$ cat src/rtl/hex_display_scanner.sv
// rtl/hex_display_scanner.sv - multiplexed hex 7-segment scanner
// Shadowed value/enable, prescaled digit scan, leading-zero blanking, registered outputs.
module hex_display_scanner #(
  parameter int NUM_DIGITS  = 4,
  parameter int REFRESH_DIV = 50000
) (
  input  logic                    clk,
  input  logic                    reset,
  input  logic                    load,
  input  logic [4*NUM_DIGITS-1:0] value,
  input  logic [NUM_DIGITS-1:0]   digit_en,
  input  logic                    lz_suppress,
  output logic [3:0]              hex_digit,
  output logic [NUM_DIGITS-1:0]   anode,
  output logic                    blank,
  output logic [2:0]              digit_idx,
  output logic                    scan_tick
);

  localparam int CW = (REFRESH_DIV > 2) ? $clog2(REFRESH_DIV) : 1;

  logic [CW-1:0]             cnt_q, cnt_d;
  logic [2:0]                idx_q, idx_d;
  logic [4*NUM_DIGITS-1:0]   val_q, val_d;
  logic [NUM_DIGITS-1:0]     en_q, en_d;
  logic [3:0]                hex_q, hex_d;
  logic [NUM_DIGITS-1:0]     anode_q, anode_d;
  logic                      blank_q, blank_d;
  logic [2:0]                didx_q;
  logic                      tick_q;
  logic                      advance;
  logic                      zero_above;
  logic                      lit;
  logic [NUM_DIGITS-1:0]     supp;

  always_comb begin
    advance = (cnt_q == CW'(REFRESH_DIV - 1));
    cnt_d   = advance ? '0 : cnt_q + CW'(1);
    idx_d   = idx_q;
    if (advance) begin
      idx_d = (idx_q == 3'(NUM_DIGITS - 1)) ? 3'd0 : idx_q + 3'd1;
    end
    val_d = load ? value : val_q;
    en_d  = load ? digit_en : en_q;

    // A digit is suppressed when it and every more-significant nibble are zero.
    zero_above = 1'b1;
    supp       = '0;
    for (int i = NUM_DIGITS - 1; i >= 0; i--) begin
      zero_above = zero_above & (val_q[4*i +: 4] == 4'h0);
      supp[i]    = lz_suppress & zero_above & (i != 0);
    end

    hex_d = 4'h0;
    lit   = 1'b0;
    for (int i = 0; i < NUM_DIGITS; i++) begin
      if (idx_q == 3'(i)) begin
        hex_d = val_q[4*i +: 4];
        lit   = en_q[i] & ~supp[i];
      end
    end

    anode_d = '1;
    for (int i = 0; i < NUM_DIGITS; i++) begin
      anode_d[i] = ~(lit & (idx_q == 3'(i)));
    end
    blank_d = ~lit;
  end

  always_ff @(posedge clk) begin
    if (reset) begin
      cnt_q   <= '0;
      idx_q   <= 3'd0;
      val_q   <= '0;
      en_q    <= '1;
      hex_q   <= 4'h0;
      anode_q <= '1;
      blank_q <= 1'b1;
      didx_q  <= 3'd0;
      tick_q  <= 1'b0;
    end else begin
      cnt_q   <= cnt_d;
      idx_q   <= idx_d;
      val_q   <= val_d;
      en_q    <= en_d;
      hex_q   <= hex_d;
      anode_q <= anode_d;
      blank_q <= blank_d;
      didx_q  <= idx_q;
      tick_q  <= advance;
    end
  end

  assign hex_digit = hex_q;
  assign anode     = anode_q;
  assign blank     = blank_q;
  assign digit_idx = didx_q;
  assign scan_tick = tick_q;

endmodule

$ cat config.mk
export PLATFORM = sky130hd
export DESIGN_NAME = hex_display_scanner
export DESIGN_NICKNAME = d
export VERILOG_FILES = /design/src/rtl/hex_display_scanner.sv
export SDC_FILE = /design/constraint.sdc
export NUM_CORES = 1
export LEC_CHECK = 0
export ABC_AREA = 1
export CAP_MARGIN = 20
export CORE_UTILIZATION = 40
export CTS_CLUSTER_DIAMETER = 200
export DETAILED_ROUTE_END_ITERATION = 8
export PLACE_DENSITY = 0.69
export SYNTH_ARGS = -nofsm -noshare
export SYNTH_HDL_FRONTEND = slang
export SYNTH_SLANG_ARGS = --single-unit
$ cat constraint.sdc
create_clock -name clk -period 1.8 [get_ports clk]
set_input_delay 0.54 -clock clk [delete_from_list [all_inputs] [get_ports clk]]
set_output_delay 0.54 -clock clk [all_outputs]
set_load 0.05 [all_outputs]
==> results of run 1 <==
report_power, final:
part | switching [mW] | total (mW) | internal [mW]
logic | 0.120 | 0.223 | 0.103
clock network | 0.359 | 0.673 | 0.314
registers | 0.0203 | 1.21 | 1.19
total | 0.499 | 2.11 | 1.61
state kept, by name, indices dropped and copies added (netlist names):
register / cells
hex_digit: 4
digit_idx: 3
scan_tick: 1
blank: 1
anode: 4
cnt_q: 16
val_q: 16
en_q: 4
idx_q: 3
critical path: cells and delay by family, from the launching register on:
kind / cells / cell delay [ns]
AND/OR/NAND/NOR: 7 / 0.60
flip-flops: 1 / 0.34
buffers and inverters: 3 / 0.35
adder cells (fa/ha/maj): 1 / 0.16
layout make-up:
| cell class | instances | area share, % |
|---|---|---|
| Sequential cell | 52 | 37.8 |
| Clock buffer | 8 | 3.27 |
| Tap cell | 70 | 3.18 |
| Inverter | 41 | 5.59 |
| Timing Repair Buffer | 42 | 14.0 |
| Multi-Input combinational cell | 187 | 36.1 |
kinds of logic after synthesis:
| group | Yosys count | synth area share, % |
|---|---|---|
| flops | 52 | 46.7 |
| buf+inv | 49 | 8.75 |
| fa+ha+maj | 5 | 2.81 |
| simple gates | 119 | 25.8 |
| compound gates | 58 | 14.0 |
| xor+xnor | 5 | 1.96 |
synthesized netlist by cell type, drive strengths merged:
| library cell | n |
|---|---|
| nand4 | 5 |
| dfxtp | 52 |
| clkinv | 1 |
| nor3 | 5 |
| o2111ai | 1 |
| xnor2 | 1 |
| a21oi | 23 |
| nand2 | 43 |
| ha | 5 |
| o211ai | 5 |
| nor2 | 44 |
| inv | 40 |
| clkbuf | 4 |
| o21ai | 28 |
| or2 | 1 |
| a31oi | 1 |
| xor2 | 4 |
| buf | 4 |
| nand3 | 20 |
| nand3b | 1 |
worst max path at each step:
stage | from | endpoint | slack [ns]
floorplan | cnt_q[0] | cnt_q[8] | 0.46
global placement | lz_suppress | anode[0] | 0.13
detailed placement | lz_suppress | anode[2] | 0.1
CTS | idx_q[1] | anode[0] | 0.28
global route | idx_q[1] | anode[0] | 0.01
finish | idx_q[1] | anode[0] | 0.27
metrics by stage:
stage               setup slack (ns)  instance area [sq um]  hold WS [ns]  total power, mW  std cells
floorplan                      0.462                   2230         0.427             1.37        288
global placement               0.132                   2660         0.440             1.46        392
detailed placement            0.0972                   2660         0.447             1.47        392
CTS                            0.278                   2750         0.471             2.15        400
global route                  0.0107                   2750         0.491             2.22        400
finish                         0.271                   2750         0.467             2.11        400
metal layers:
| metal | global-route usage, % | share of wire, % |
|---|---|---|
| met5 | 0 | 0 |
| met4 | 6.92 | 1.4 |
| met3 | 2.98 | 2.9 |
| met2 | 29.2 | 47 |
| met1 | 20.0 | 48 |
==> out/metrics.cfg, run 1 <==
[run_status]
status = finished, final reports clean

[synthesis]
ys_ff_latch = 52
yosys.area.top_type = dfxtp_1
synth_top_area_share_pct = 46.7
yosysSeqAreaShare_pct = 46.7
syn-instance-count = 288
synth.avg_cell_area_sq_um = 7.74
synth.area.top_cells = dfxtp_1 (47%), nor2_1 (6.4%), inv_1 (6.1%)
synth_area_sq_um = 2230
ys_types = 30
synth_warnings = 0
synth_fp_nets = 317

[finish]
nNetsFinal = 358
n_antenna_cell = 0
layout-drive-gt1-share_pct = 14.2
regArea_sq_um = 1040
final_util_pct = 52.5
fillers = 516
mostFrequentLayoutCells = dfxtp_1 (52), nor2_1 (38), inv_1 (36), nand2_1 (36), clkdlybuf4s50_1 (23)
areaGrowthSynthToFinish_pct = 23.4
multi_input_area_sq_um = 993
final_common_cell = dfxtp_1

[routing]
wl_per_cell_microns = 11.1
drt_iter0_markers = 78
dr.pass1.iters = 4
wl_mm = 4.44
via_per_inst = 4.69
vias = 1876
antenna_left = 0
drcViolationCount = 0

[cts]
numCtsBuffers = 5
cts_tree = yes
postCtsResizedCells = 0
cts_sinks = 52
clk_latency_ns = 0.30
post_cts_buffers = 0
cts_hold_buf = 0
clk_pin_slew_worst_paths_ns = 0.08
cts-root-buf = clkbuf_8
htree_levels = 2
cts_max_path_buffers = 2

[timing]
max_freq_mhz = 654
slew_headroom_pct = 82.4
clock_skew_ns = 0.00510
max_slew.worst_pin.slew_ns = 0.262
report.final.slew_viol_count = 0
rsz0062_at_grt = no
finalCritPeriodShare_pct = 84.9
hold_viol_final = 0
setup_tns_ns = 0
post-route-min-period_ns = 1.53
setup_viol = 0

[global_route]
antenna_found_initial = 0
grt_max_degree = 30
overflow = 0
grt_first_pass_wirelength_mm = 7.80
globalRouteTotalUtil_pct = 16.7
grt_pass1_vias = 1784

[hold_path]
hold_depth = 2
hold_path_class = reg2reg
min_from = en_q[2]
min_to = en_q[2]

[floorplan]
die_y_microns = 76.7
core-area_sq_um = 5240
dieArea_sq_um = 5880
die_w_microns = 76.7
ios = 37
initial_utilization_pct = 42.6
placement_rows = 26

[setup_path]
path_cells = inv_1 > ha_1 > inv_1 > nor2_1 > inv_1 > nor2_1 > nand2_1 > nand2_1 > nand3_1 > nand2_1 > nand2_1
arrival_ns = 1.72
regToRegEndpoint = anode[0]
slowest_stage = dfxtp_1
crit_top_cell = nand2_1
crit_path_max_incr_delay_ns = 0.34
r2r_start = idx_q[1]
critPathKind = reg2reg
cp-start-kind = register
ff2ff_path_depth = 11
r2r_slack_ns = 0.27
crit_fanout = 6
required_ns = 1.99
cp-end-kind = register

[pwr]
leakage_nw = 1.15
p_per_area_nw_per_um2 = 767
ir_drop_v = 0.000376

[run]
cap_violations = 0

[place]
gp_congestion = 0.803
dp_hpwl_mm = 3.38
portBuffers = 36

Power figures use the tool's default switching activity.
==> run 2: changes to the inputs <==
PLACE_DENSITY = 0.71   (was 0.69)
clock period = 1.35 ns   (was 1.8 ns; I/O delays follow)
==> run 2 against run 1 <==
  * The flow now finishes with violations (negative setup slack)
  * Maximum frequency up 12%
  * Routed wire length increased by 17%
  * Global-route usage increased by 1.5 points
  * Clock skew rose by 0.0048 ns
  * First-iteration DRC count rose by 12%
  * Sequential share of layout area decreased by 5.9 points
  * Clock power rose by 40%
  * Die area unchanged
  * Non-clock buffer count increased by 30
  * Largest cell class is now multi-input gates
  * Highest routed layer unchanged
==> out/metrics.cfg, run 2 (synthesized netlist as in run 1, its figures left out) <==
[setup_path]
r2r_slack_ns = -0.01  ; -0.28 ns
critPathKind = reg2reg
slowest_stage = dfxtp_2
crit_top_cell = buf_4
required_ns = 1.60  ; -0.39 ns
crit_fanout = 3  ; -3
crit_path_max_incr_delay_ns = 0.35  ; about the same
cp-start-kind = register
cp-end-kind = register
arrival_ns = 1.61  ; -0.11 ns
path_cells = inv_2 > ha_4 > inv_2 > nor2_4 > buf_4 > buf_4 > buf_4 > buf_4 > buf_4 > nand2_1

[routing]
vias = 2092  ; +12%
via_per_inst = 4.88  ; +4.0%
antenna_left = 0  ; unchanged
drt_iter0_markers = 87  ; +12%
wl_mm = 5.18  ; +17%
wl_per_cell_microns = 12.1  ; +8.8%
drcViolationCount = 0  ; unchanged
dr.pass1.iters = 4  ; unchanged

[cts]
htree_levels = 2  ; unchanged
numCtsBuffers = 5  ; unchanged
cts_max_path_buffers = 2  ; unchanged
cts_sinks = 52  ; unchanged
clk_pin_slew_worst_paths_ns = 0.08  ; about the same
cts_hold_buf = 0  ; unchanged
clk_latency_ns = 0.30  ; about the same
cts_tree = yes
cts-root-buf = clkbuf_8

[pwr]
ir_drop_v = 0.000531  ; +41%
p_per_area_nw_per_um2 = 890  ; +16%
p_total_mw = 2.93  ; +39%
leakage_nw = 1.41  ; +22%

[floorplan]
core-area_sq_um = 5240  ; unchanged
dieArea_sq_um = 5880  ; unchanged
ios = 37  ; unchanged
placement_rows = 26  ; unchanged
die_y_microns = 76.7  ; unchanged
die_w_microns = 76.7  ; unchanged
initial_utilization_pct = 42.6  ; unchanged

[finish]
nNetsFinal = 388  ; +8.4%
n_antenna_cell = 0  ; unchanged
areaGrowthSynthToFinish_pct = 47.8
stdcell_area_sq_um = 3300  ; +20%
layout-drive-gt1-share_pct = 29.8  ; +16 points
largestRegisters = cnt_q x16, val_q x16
final_common_cell = dfxtp_1
mostFrequentLayoutCells = dfxtp_1 (46), nand2_1 (35), nor2_1 (34), buf_4 (33), inv_1 (29)

[global_route]
grt_max_degree = 20  ; -33%
antenna_found_initial = 0  ; unchanged
overflow = 0  ; unchanged
grt_pass1_vias = 2010  ; +13%
globalRouteTotalUtil_pct = 18.2  ; +1.5 points
grt_first_pass_wirelength_mm = 8.61  ; +10%

[timing]
slew_headroom_pct = 80.6  ; -1.8 points
setup_ws_ns = -0.0107  ; -0.282 ns
max_slew.worst_pin.slew_ns = 0.288  ; +0.0261 ns
clock_skew_ns = 0.00994  ; +0.00483 ns
max_freq_mhz = 735  ; +12%
post-route-min-period_ns = 1.36  ; -0.168 ns
hold_viol_final = 0  ; unchanged
setup_viol = 1  ; +1
finalCritPeriodShare_pct = 101  ; +16 points
report.final.slew_viol_count = 0  ; unchanged
rsz0062_at_grt = yes

[place]
portBuffers = 36  ; unchanged
place_area_sq_um = 2990  ; +13%
gp_congestion = 0.845  ; +5.2%
dp_hpwl_mm = 3.75  ; +11%

[run_status]
status = complete, but fails checks
violations = negative setup slack

[hold_path]
hold_path_class = reg2reg

[run]
cap_violations = 0  ; unchanged

run 2: changes by cell type in the layout (fill, tap and decap cells not counted), sizes merged:
cell / previous run / this run
clkbuf: 8 / 7
buf: 19 / 49
run 2: timing repair:
| action | CTS | global route |
|---|---|---|
| pin swaps | 6 | 7 |
| setup buffers | 5 | 4 |
| endpoints found under the setup margin | 25 | 28 |
| cloned | 0 | 0 |
| resized for setup | 22 | 20 |
run 2: per-layer routing:
metal | wire length [microns] | global-route usage [%]
met3 | 191 | 4.17
met1 | 2130 | 20.2
met2 | 2760 | 33.6
met4 | 100 | 6.35
met5 | 0 | 0
run 2: where the power goes:
group	switching, mW	internal (mW)
registers	0.0377	1.59
clock network	0.487	0.458
logic	0.175	0.185
total	0.700	2.23
run 2: worst max-delay path, delay by kind of cell, from the launching register on:
family	cells	cell delay (ns)
buffers and inverters	7	0.74
and+or+nand+nor	2	0.09
adders and majority gates	1	0.15
DFF	1	0.35
run 2: cell type report:
type                            instances  area, sq um
Inverter                               41          155
Fill cell                             452         1940
Tap cell                               70         87.6
Multi-Input combinational cell        187         1120
Timing Repair Buffer                   72          790
Sequential cell                        52         1050
Clock buffer                            7         96.3
run 2: path summary, 6_finish.rpt:
path,from,end,cells after the start
worst max-delay path,idx_q[1],anode[1],10
worst min-delay path,en_q[2],en_q[2],2
worst max register to register,idx_q[1],anode[1],10
worst min register to register,en_q[2],en_q[2],2
run 2: through the flow:
| stage | hold WS, ns | worst slack [ns] | util, % | TNS [ns] | std cells |
|---|---|---|---|---|---|
| floorplan | 0.427 | 0.0122 | - | 0 | 288 |
| global placement | 0.444 | -0.167 | 57.2 | -2.63 | 413 |
| detailed placement | 0.453 | -0.214 | 57.2 | -3.84 | 413 |
| CTS | 0.477 | 0.000787 | 61.1 | 0 | 425 |
| global route | 0.501 | -0.0757 | 62.9 | -0.773 | 429 |
| finish | 0.471 | -0.0107 | 62.9 | -0.0107 | 429 |
==> run 3: changes to the inputs <==
PLACE_DENSITY = 0.69   (was 0.71)
clock period = 1.7 ns   (was 1.35 ns; I/O delays follow)
==> run 3 against run 2 <==
  * The flow now finishes without violations
  * Combinational power shrank 28%
  * First-iteration DRC count grew 16%
  * Utilization shrank 6.5 points
  * Register-to-register slack gained 0.14 ns
  * Final area shrank 10%
  * Total power shrank 16%
  * Routed wire length shrank 9.7%
  * Final cell count shrank 6.8%
  * Critical path type unchanged
==> out/metrics.cfg, run 3 (synthesized netlist as in run 1, its figures left out) <==
[cts]
clk_pin_slew_worst_paths_ns = 0.09  ; about the same
htree_levels = 2  ; unchanged
numCtsBuffers = 5  ; unchanged
cts-root-buf = clkbuf_8
cts_max_path_buffers = 2  ; unchanged
cts_hold_buf = 0  ; unchanged
cts_tree = yes
cts_sinks = 52  ; unchanged
clk_latency_ns = 0.30  ; about the same

[setup_path]
crit_path_max_incr_delay_ns = 0.41  ; +0.06 ns
path_buf_inv = 2  ; -5
worst-path-stages = 9  ; -1
crit_fanout = 9  ; +6
ff2ff_path_depth = 9  ; -1
cp-start-kind = register
slowest_stage = dfxtp_1
crit_family = simple AND/OR/NAND/NOR gates
critPathKind = reg2reg
required_ns = 1.95  ; +0.35 ns
path_cells = inv_1 > ha_1 > nand2_2 > inv_1 > a31oi_1 > nand2_1 > nand3_1 > nand2_1 > nand2_1
arrival_ns = 1.81  ; +0.20 ns
cp-end-kind = register
crit_top_cell = nand2_1

[run_status]
status = finished, final reports clean

[global_route]
globalRouteTotalUtil_pct = 17.5  ; -0.66 points
grt_pass1_vias = 1813  ; -9.8%
antenna_found_initial = 0  ; unchanged
overflow = 0  ; unchanged
grt_first_pass_wirelength_mm = 8.19  ; -4.9%
grt_max_degree = 30  ; +50%

[place]
gp_congestion = 0.792  ; -6.3%
dp_cells = 392  ; -5.1%
portBuffers = 36  ; unchanged
dp_hpwl_mm = 3.55  ; -5.4%
post-place-ws_ns = -0.0411  ; +0.173 ns

[floorplan]
core-area_sq_um = 5240  ; unchanged
die_w_microns = 76.7  ; unchanged
ios = 37  ; unchanged
placement_rows = 26  ; unchanged
initial_utilization_pct = 42.6  ; unchanged
die_y_microns = 76.7  ; unchanged
dieArea_sq_um = 5880  ; unchanged

[pwr]
ir_drop_v = 0.000506  ; -4.7%
p_per_area_nw_per_um2 = 838  ; -5.9%
leakage_nw = 1.22  ; -13%

[routing]
met3RoutedLength_microns = 140  ; -27%
drt_iter0_markers = 101  ; +16%
via_per_inst = 4.87  ; about the same
wl_met2_mm = 2.28  ; -18%
vias = 1949  ; -6.8%
wl_per_cell_microns = 11.7  ; -3.2%
wl_mm = 4.68  ; -9.7%
dr.pass1.iters = 4  ; unchanged
drcViolationCount = 0  ; unchanged
wl_met1_mm = 2.21  ; +3.8%
top_layer_used = met4
antenna_left = 0  ; unchanged

[finish]
final_common_cell = dfxtp_1
layout-drive-gt1-share_pct = 15.2  ; -15 points
areaGrowthSynthToFinish_pct = 32.4
fillers = 514  ; +14%
final_cells = 400  ; -6.8%
nNetsFinal = 358  ; -7.7%
n_antenna_cell = 0  ; unchanged
largestRegisters = cnt_q x16, val_q x16
mostFrequentLayoutCells = dfxtp_1 (52), nor2_1 (37), inv_1 (36), nand2_1 (36), clkdlybuf4s50_1 (23)

[run]
cap_violations = 0  ; unchanged

[timing]
setup_viol = 0  ; -1
max_freq_mhz = 639  ; -13%
finalCritPeriodShare_pct = 92.1  ; -8.7 points
slew_headroom_pct = 80.6  ; about the same
clock_skew_ns = 0.00738  ; -0.00255 ns
hold_viol_final = 0  ; unchanged
setup_ws_ns = 0.134  ; +0.145 ns
post-route-min-period_ns = 1.57  ; +0.205 ns
report.final.slew_viol_count = 0  ; unchanged
max_slew.worst_pin.slew_ns = 0.289  ; +0.000600 ns

[hold_path]
hold_path_class = reg2reg
hold_depth = 1  ; -1

## run 3: cell count changes in the layout (fill, tap and decap cells not counted), sizes merged
cell / delta
buf: -30
bufinv: +1
## run 3: layout make-up
class	instances	area [sq um]	share of cell area, %
inverter	41	154	5.21
timing repair buffer	42	548	18.6
clock buffer	7	96.3	3.26
tap	70	87.6	2.97
sequential	52	1040	35.3
multi-input combinational	187	996	33.7
clock inverter	1	30.0	1.02
## run 3: report_power, final
| group | switching, mW | internal, mW |
|---|---|---|
| clock | 0.405 | 0.520 |
| combinational | 0.130 | 0.129 |
| sequential | 0.0260 | 1.26 |
| total | 0.560 | 1.91 |
## run 3: final timing paths
| kind | from | end | slack, ns |
|---|---|---|---|
| max | idx_q[0] | anode[0] | 0.13 |
| min | cnt_q[0] | cnt_q[0] | 0.47 |
| max reg2reg | idx_q[0] | anode[0] | 0.13 |
| min reg2reg | cnt_q[0] | cnt_q[0] | 0.47 |
## run 3: timing repair
item	4_1_cts	5_1_grt
gates resized for setup	0	1
setup buffers	0	0
endpoints found under the setup margin	0	4
## run 3: metal layers
metal / vias up / track usage (%)
met5: - / 0
met4: 0 / 5.38
met3: 5 / 4.17
met2: 33 / 30.1
met1: 899 / 21.5
li1: 1012 / -
## run 3: stage by stage
step	power (mW)	hold WS, ns	instance area, sq um	utilization (%)	setup TNS [ns]
2_1_floorplan	1.45	0.427	2230	-	0
3_3_place_gp	1.57	0.441	2820	53.9	0
3_5_place_dp	1.58	0.452	2820	53.9	-0.0987
4_1_cts	2.49	0.473	2950	56.3	0
5_1_grt	2.58	0.504	2950	56.4	-0.000931
6_report	2.47	0.467	2950	56.4	0
==> patch 1, RTL diff (flow settings as in run 3) <==
Reset style: asynchronous (`reset`), changed in one clocked block.
--- a/src/rtl/hex_display_scanner.sv
+++ b/src/rtl/hex_display_scanner.sv
@@ -69,3 +69,3 @@
 
-  always_ff @(posedge clk) begin
+  always_ff @(posedge clk or posedge reset) begin
     if (reset) begin
Formal check against the unedited RTL: differs if reset is asserted again (counterexample within 4 cycles, from zero or initial values and one cycle with reset high); with reset held inactive, the same outputs for 10 cycles.
==> patch 1 against run 3 <==
Synthesized cell count shrank 6.6%; area after synthesis increased by 9.1%; largest power group unchanged; cell count decreased by 2.8%; hold slack better by 0.0013 ns; sequential share of layout area grew 5.9 points; wire length shrank 0.34%; design area is 7.9% higher; largest cell class unchanged; highest routed layer unchanged; worst setup slack gained 0.061 ns; total power rose by 0.26%; sequential cell count stayed put.
==> patch 1: results (changes against run 3) <==
placed cell count: 380 (-3.1%)
crit path max-delay cell type: dfrtp_1
Worst R2R Start: idx_q[0]$_DFFE_PP0P_
Worst Max-Slew Pin Slew: 0.359 ns (+0.0699 ns)
layout cells sized above 1: 18.8% (+3.6 points)
slowest stage delay, CP: 0.42 ns
hold path depth: 0 (-1)
Yosys cell types: 30 (unchanged)
clk slew on worst S/H paths: 0.09 ns (about the same)
share of the yosys chip area belonging to registers: 53.9% (+7.2 points)
cell-internal power: 1.90 mW (-0.66%)
Post-layout nets: 342 (-4.5%)
Max Fanout on Critical Path: 9 (unchanged)
Hold Path Class: flop to flop
initial antenna violation count: 0 (unchanged)
Clock Skew: 0.0112 ns (+0.00382 ns)
Adder-Cell Fraction of Synth Area: 2.57% (-0.24 points)
WL final: 4.67 mm (-0.34%)
status: completed
GPL Wtd Cong: 0.919 (+16%)
Async SR Flop Fraction: 100% (+100 points)
max-slew violations: 0 (unchanged)
top_reg_cell synth: dfrtp_1
TritonRoute pass-1 iters: 4 (unchanged)
IR drop worst, VDD: 0.395 mV (-22%)
largest net degree at the start of global routing: 36 (+20%)
# port buffers: 36 (unchanged)
Synth Area per Inst: 9.05 um2 (+17%)
worst skew pair latency: 0.30 ns (about the same)
fraction of the mapped netlist area in compound gates: 6.84% (-7.1 points)
r2r setup slk: 0.19 ns (+0.06 ns)
top flop regs: cnt_q (16), val_q (16)
first-pass GRT wire length: 8.11 mm (-1.0%)
synth top area cells: dfrtp_1, dfstp_2, nand2_1
hold_sp: idx_q[1]$_DFFE_PP0P_
Post-Synth XOR/XNOR Area: 3.24% (+1.3 points)
post-detail-place hpwl: 3.54 mm (-0.23%)
dpl cell area: 3060 um2 (+8.4%)
CTS root buffer: clkbuf_8
Min Hold Slack: 0.468 ns (+0.00126 ns)
Syn. warnings: 0 (unchanged)
H-tree levels: 2 (unchanged)
Via density: 4.74 (-2.7%)
Final Critical Period: 1.51 ns (-0.0607 ns)
Post-synth top cells: nand2_1, dfrtp_1, inv_1
vias in the first global route: 1,744 (-3.8%)
P_leak: 1.46 nW (+19%)
reg2reg end: anode[2]$_DFF_PP1_
Initial DRC Count: 76 (-25%)
syn nets: 298 (-6.0%)
n_diodes: 0 (unchanged)
delay-heaviest family, CP: simple AND/OR/NAND/NOR gates
gr usage total: 16.7% (-0.87 points)
pre-CTS WS: 0.0340 ns (+0.0751 ns)
clk buf depth: 2 (unchanged)
CTS Buf Count: 5 (unchanged)
Final Non-Filler Cells: 389 (-2.8%)
end of the worst hold path: digit_idx[1]$_DFF_PP0_
r2r worst-path depth: 9 (unchanged)
post-synthesis mux area share: 2.78% (+2.8 points)
patch 1: cell count changes after synthesis, sizes merged, moves of 6 or more:
cell and delta:
dfxtp -52, dfrtp +43, nor2 -20, a21oi -19, nand2 +17, dfstp +9, mux2 +6, o21ai -6
patch 1: metal layers:
layer	up-vias	wire length (um)	GRT usage (%)
li1	935	-	-
met1	864	2120	22.2
met2	36	2290	26.9
met3	9	166	3.66
met4	0	93	5.36
met5	-	0	0
patch 1: final cells by class:
class,count,area (um2)
flip-flops and latches,52,1310
repair buffers,44,576
well taps,75,93.8
clock inverters,2,35.0
fillers,540,2700
inverters,41,158
clock buffers,6,72.6
multi-input cells,169,938
patch 1: worst max path at each step:
stage                                 endpoint  depth (start not counted)            startpoint
after floorplan           idx_q[0]$_DFFE_PP0P_                          8    cnt_q[0]$_DFF_PP0_
final                       anode[2]$_DFF_PP1_                          9  idx_q[0]$_DFFE_PP0P_
after global placement      anode[0]$_DFF_PP1_                          9           lz_suppress
after CTS                   cnt_q[6]$_DFF_PP0_                          7    cnt_q[0]$_DFF_PP0_
after global routing      idx_q[0]$_DFFE_PP0P_                          8    cnt_q[0]$_DFF_PP0_
after detailed placement    anode[2]$_DFF_PP1_                          9           lz_suppress
patch 1: power by group through the flow:
| stage | combinational [mW] | clock (mW) | sequential [mW] |
|---|---|---|---|
| 6_report | 0.311 | 0.831 | 1.34 |
| 2_1_floorplan | 0.109 | 0 | 1.40 |
| 4_1_cts | 0.316 | 0.850 | 1.34 |
| 5_1_grt | 0.339 | 0.894 | 1.35 |
| 3_5_place_dp | 0.316 | 0 | 1.36 |
| 3_3_place_gp | 0.314 | 0 | 1.36 |
patch 1: repair_timing:
action,4_1_cts,5_1_grt
setup buffers,0,1
resized for setup,0,2
setup endpoints to repair,0,11
==> patch 2, RTL diff (settings of run 3) <==
Made on the original files. `NUM_DIGITS`: 4 -> 8.
--- a/src/rtl/hex_display_scanner.sv
+++ b/src/rtl/hex_display_scanner.sv
@@ -3,3 +3,3 @@
 module hex_display_scanner #(
-  parameter int NUM_DIGITS  = 4,
+  parameter int NUM_DIGITS  = 8,
   parameter int REFRESH_DIV = 50000
Interface: changed (resized anode, digit_en and value); port bits go from 37 to 61. The function was not compared with the original's and may differ.
==> patch 2 against run 3 <==
Core utilization up 6.0 points; critical path depth rose by 2; total power up 46%; sequential cell count increased by 24; wire length rose by 66%; maximum frequency fell by 7.3%; design area grew 62%; clock skew grew 0.0032 ns; critical path type unchanged; largest power group unchanged; area after synthesis is 42% higher; die area up 40%; global-route usage increased by 1.9 points; count of clock-buffer cells in the layout rose by 2; worst setup slack got worse by 0.12 ns.
==> patch 2: results (changes against run 3) <==
# port buffers: 60 (+67%)
H-tree levels: 3 (+1)
r2r worst-path depth: 11 (+2)
hold path depth: 2 (+1)
setup ws final: 0.0102 ns (-0.124 ns)
post-detail-place hpwl: 5.49 mm (+55%)
Synth Area per Inst: 7.63 um2 (-1.5%)
slowest stage delay, CP: 0.36 ns (-0.05 ns)
Final Non-Filler Cells: 617 (+54%)
CTS Buf Count: 9 (+4)
gr usage total: 19.4% (+1.9 points)
status: completed
end of the worst hold path: en_q[4]$_SDFFE_PP1P_
Worst Max-Slew Pin Slew: 0.329 ns (+0.0402 ns)
Post-synth top cells: dfxtp_1, nor2_1, nand2_1
worst path arrival time: 1.93 ns (+0.12 ns)
Filler cells: 672 (+31%)
r2r setup slk: 0.01 ns (-0.12 ns)
P_leak: 1.97 nW (+62%)
worst skew pair latency: 0.36 ns (+0.06 ns)
hold_sp: en_q[4]$_SDFFE_PP1P_
first-pass GRT wire length: 12.6 mm (+54%)
launch point of the worst path: cnt_q[1]$_SDFF_PP0_
IR drop worst, VDD: 0.422 mV (-16%)
Post-layout nets: 561 (+57%)
synth top area cells: dfxtp_1, nor2_1, o21ai_0
GPL Wtd Cong: 0.919 (+16%)
dpl cell area: 4250 um2 (+50%)
Yosys cell types: 33 (+10%)
top flop regs: val_q (32), cnt_q (16)
layout cells sized above 1: 26.8% (+12 points)
CP Capture Point: idx_q[1]$_SDFFE_PP0P_
placed cell count: 592 (+51%)
Max Fanout on Critical Path: 3 (-6)
Clock Skew: 0.0105 ns (+0.00317 ns)
vias in the first global route: 2,846 (+57%)
-- patch 2: cell count changes after synthesis, sizes merged, moves of 4 or more --
cell	run 3	this run
nand2	43	66
clkbuf	4	12
dfxtp	52	76
a31oi	1	7
o22ai	0	4
nor3	5	9
nor2	44	71
nor3b	0	5
o21ai	28	50
-- patch 2: routing by layer --
layer  part of all wire [%]  global-route usage [%]
met4                    2.0                    10.1
met3                    4.7                    4.71
met1                     45                    22.8
met2                     48                    32.8
met5                      0                       0
-- patch 2: layout make-up --
class,count,area [um2],area share (%)
Multi-Input combinational cell,282,1680,35.1
Sequential cell,76,1540,32.0
Timing Repair Buffer,98,1090,22.8
Inverter,43,174,3.63
Tap cell,102,128,2.66
Clock buffer,9,124,2.58
Clock inverter,7,58.8,1.23
-- patch 2: cells by family after synthesis --
group | Yosys count | share of synthesized area, %
and+or+nand+nor | 180 | 25.9
AOI/OAI and AO/OA | 92 | 15.6
DFF | 76 | 48.2
buffers and inverters | 56 | 6.70
adders and majority gates | 7 | 2.77
xor gates and xnor gates | 3 | 0.832
-- patch 2: report_power, final --
group	switching (mW)	internal [mW]	leakage, nW
clock network	0.714	0.551	0.0921
registers	0.0573	1.86	0.628
logic	0.216	0.226	1.25
total	0.987	2.64	1.97
-- patch 2: worst register-to-register path, stage by stage, from the launching register on --
cell and delay, ns:
dfxtp_2 0.36, ha_4 0.13, nand2_2 0.05, nor2_1 0.09
inv_1 0.08, buf_4 0.14, buf_4 0.13, nor2_2 0.11
nand3_2 0.15, nand2_2 0.14, buf_4 0.12, o21ai_0 0.07
-- patch 2: repair_timing --
action	in CTS	in global routing
pin swaps	9	17
setup buffers	6	3
endpoints found under the setup margin	13	26
resized for setup	29	58
hold endpoints to repair	0	0
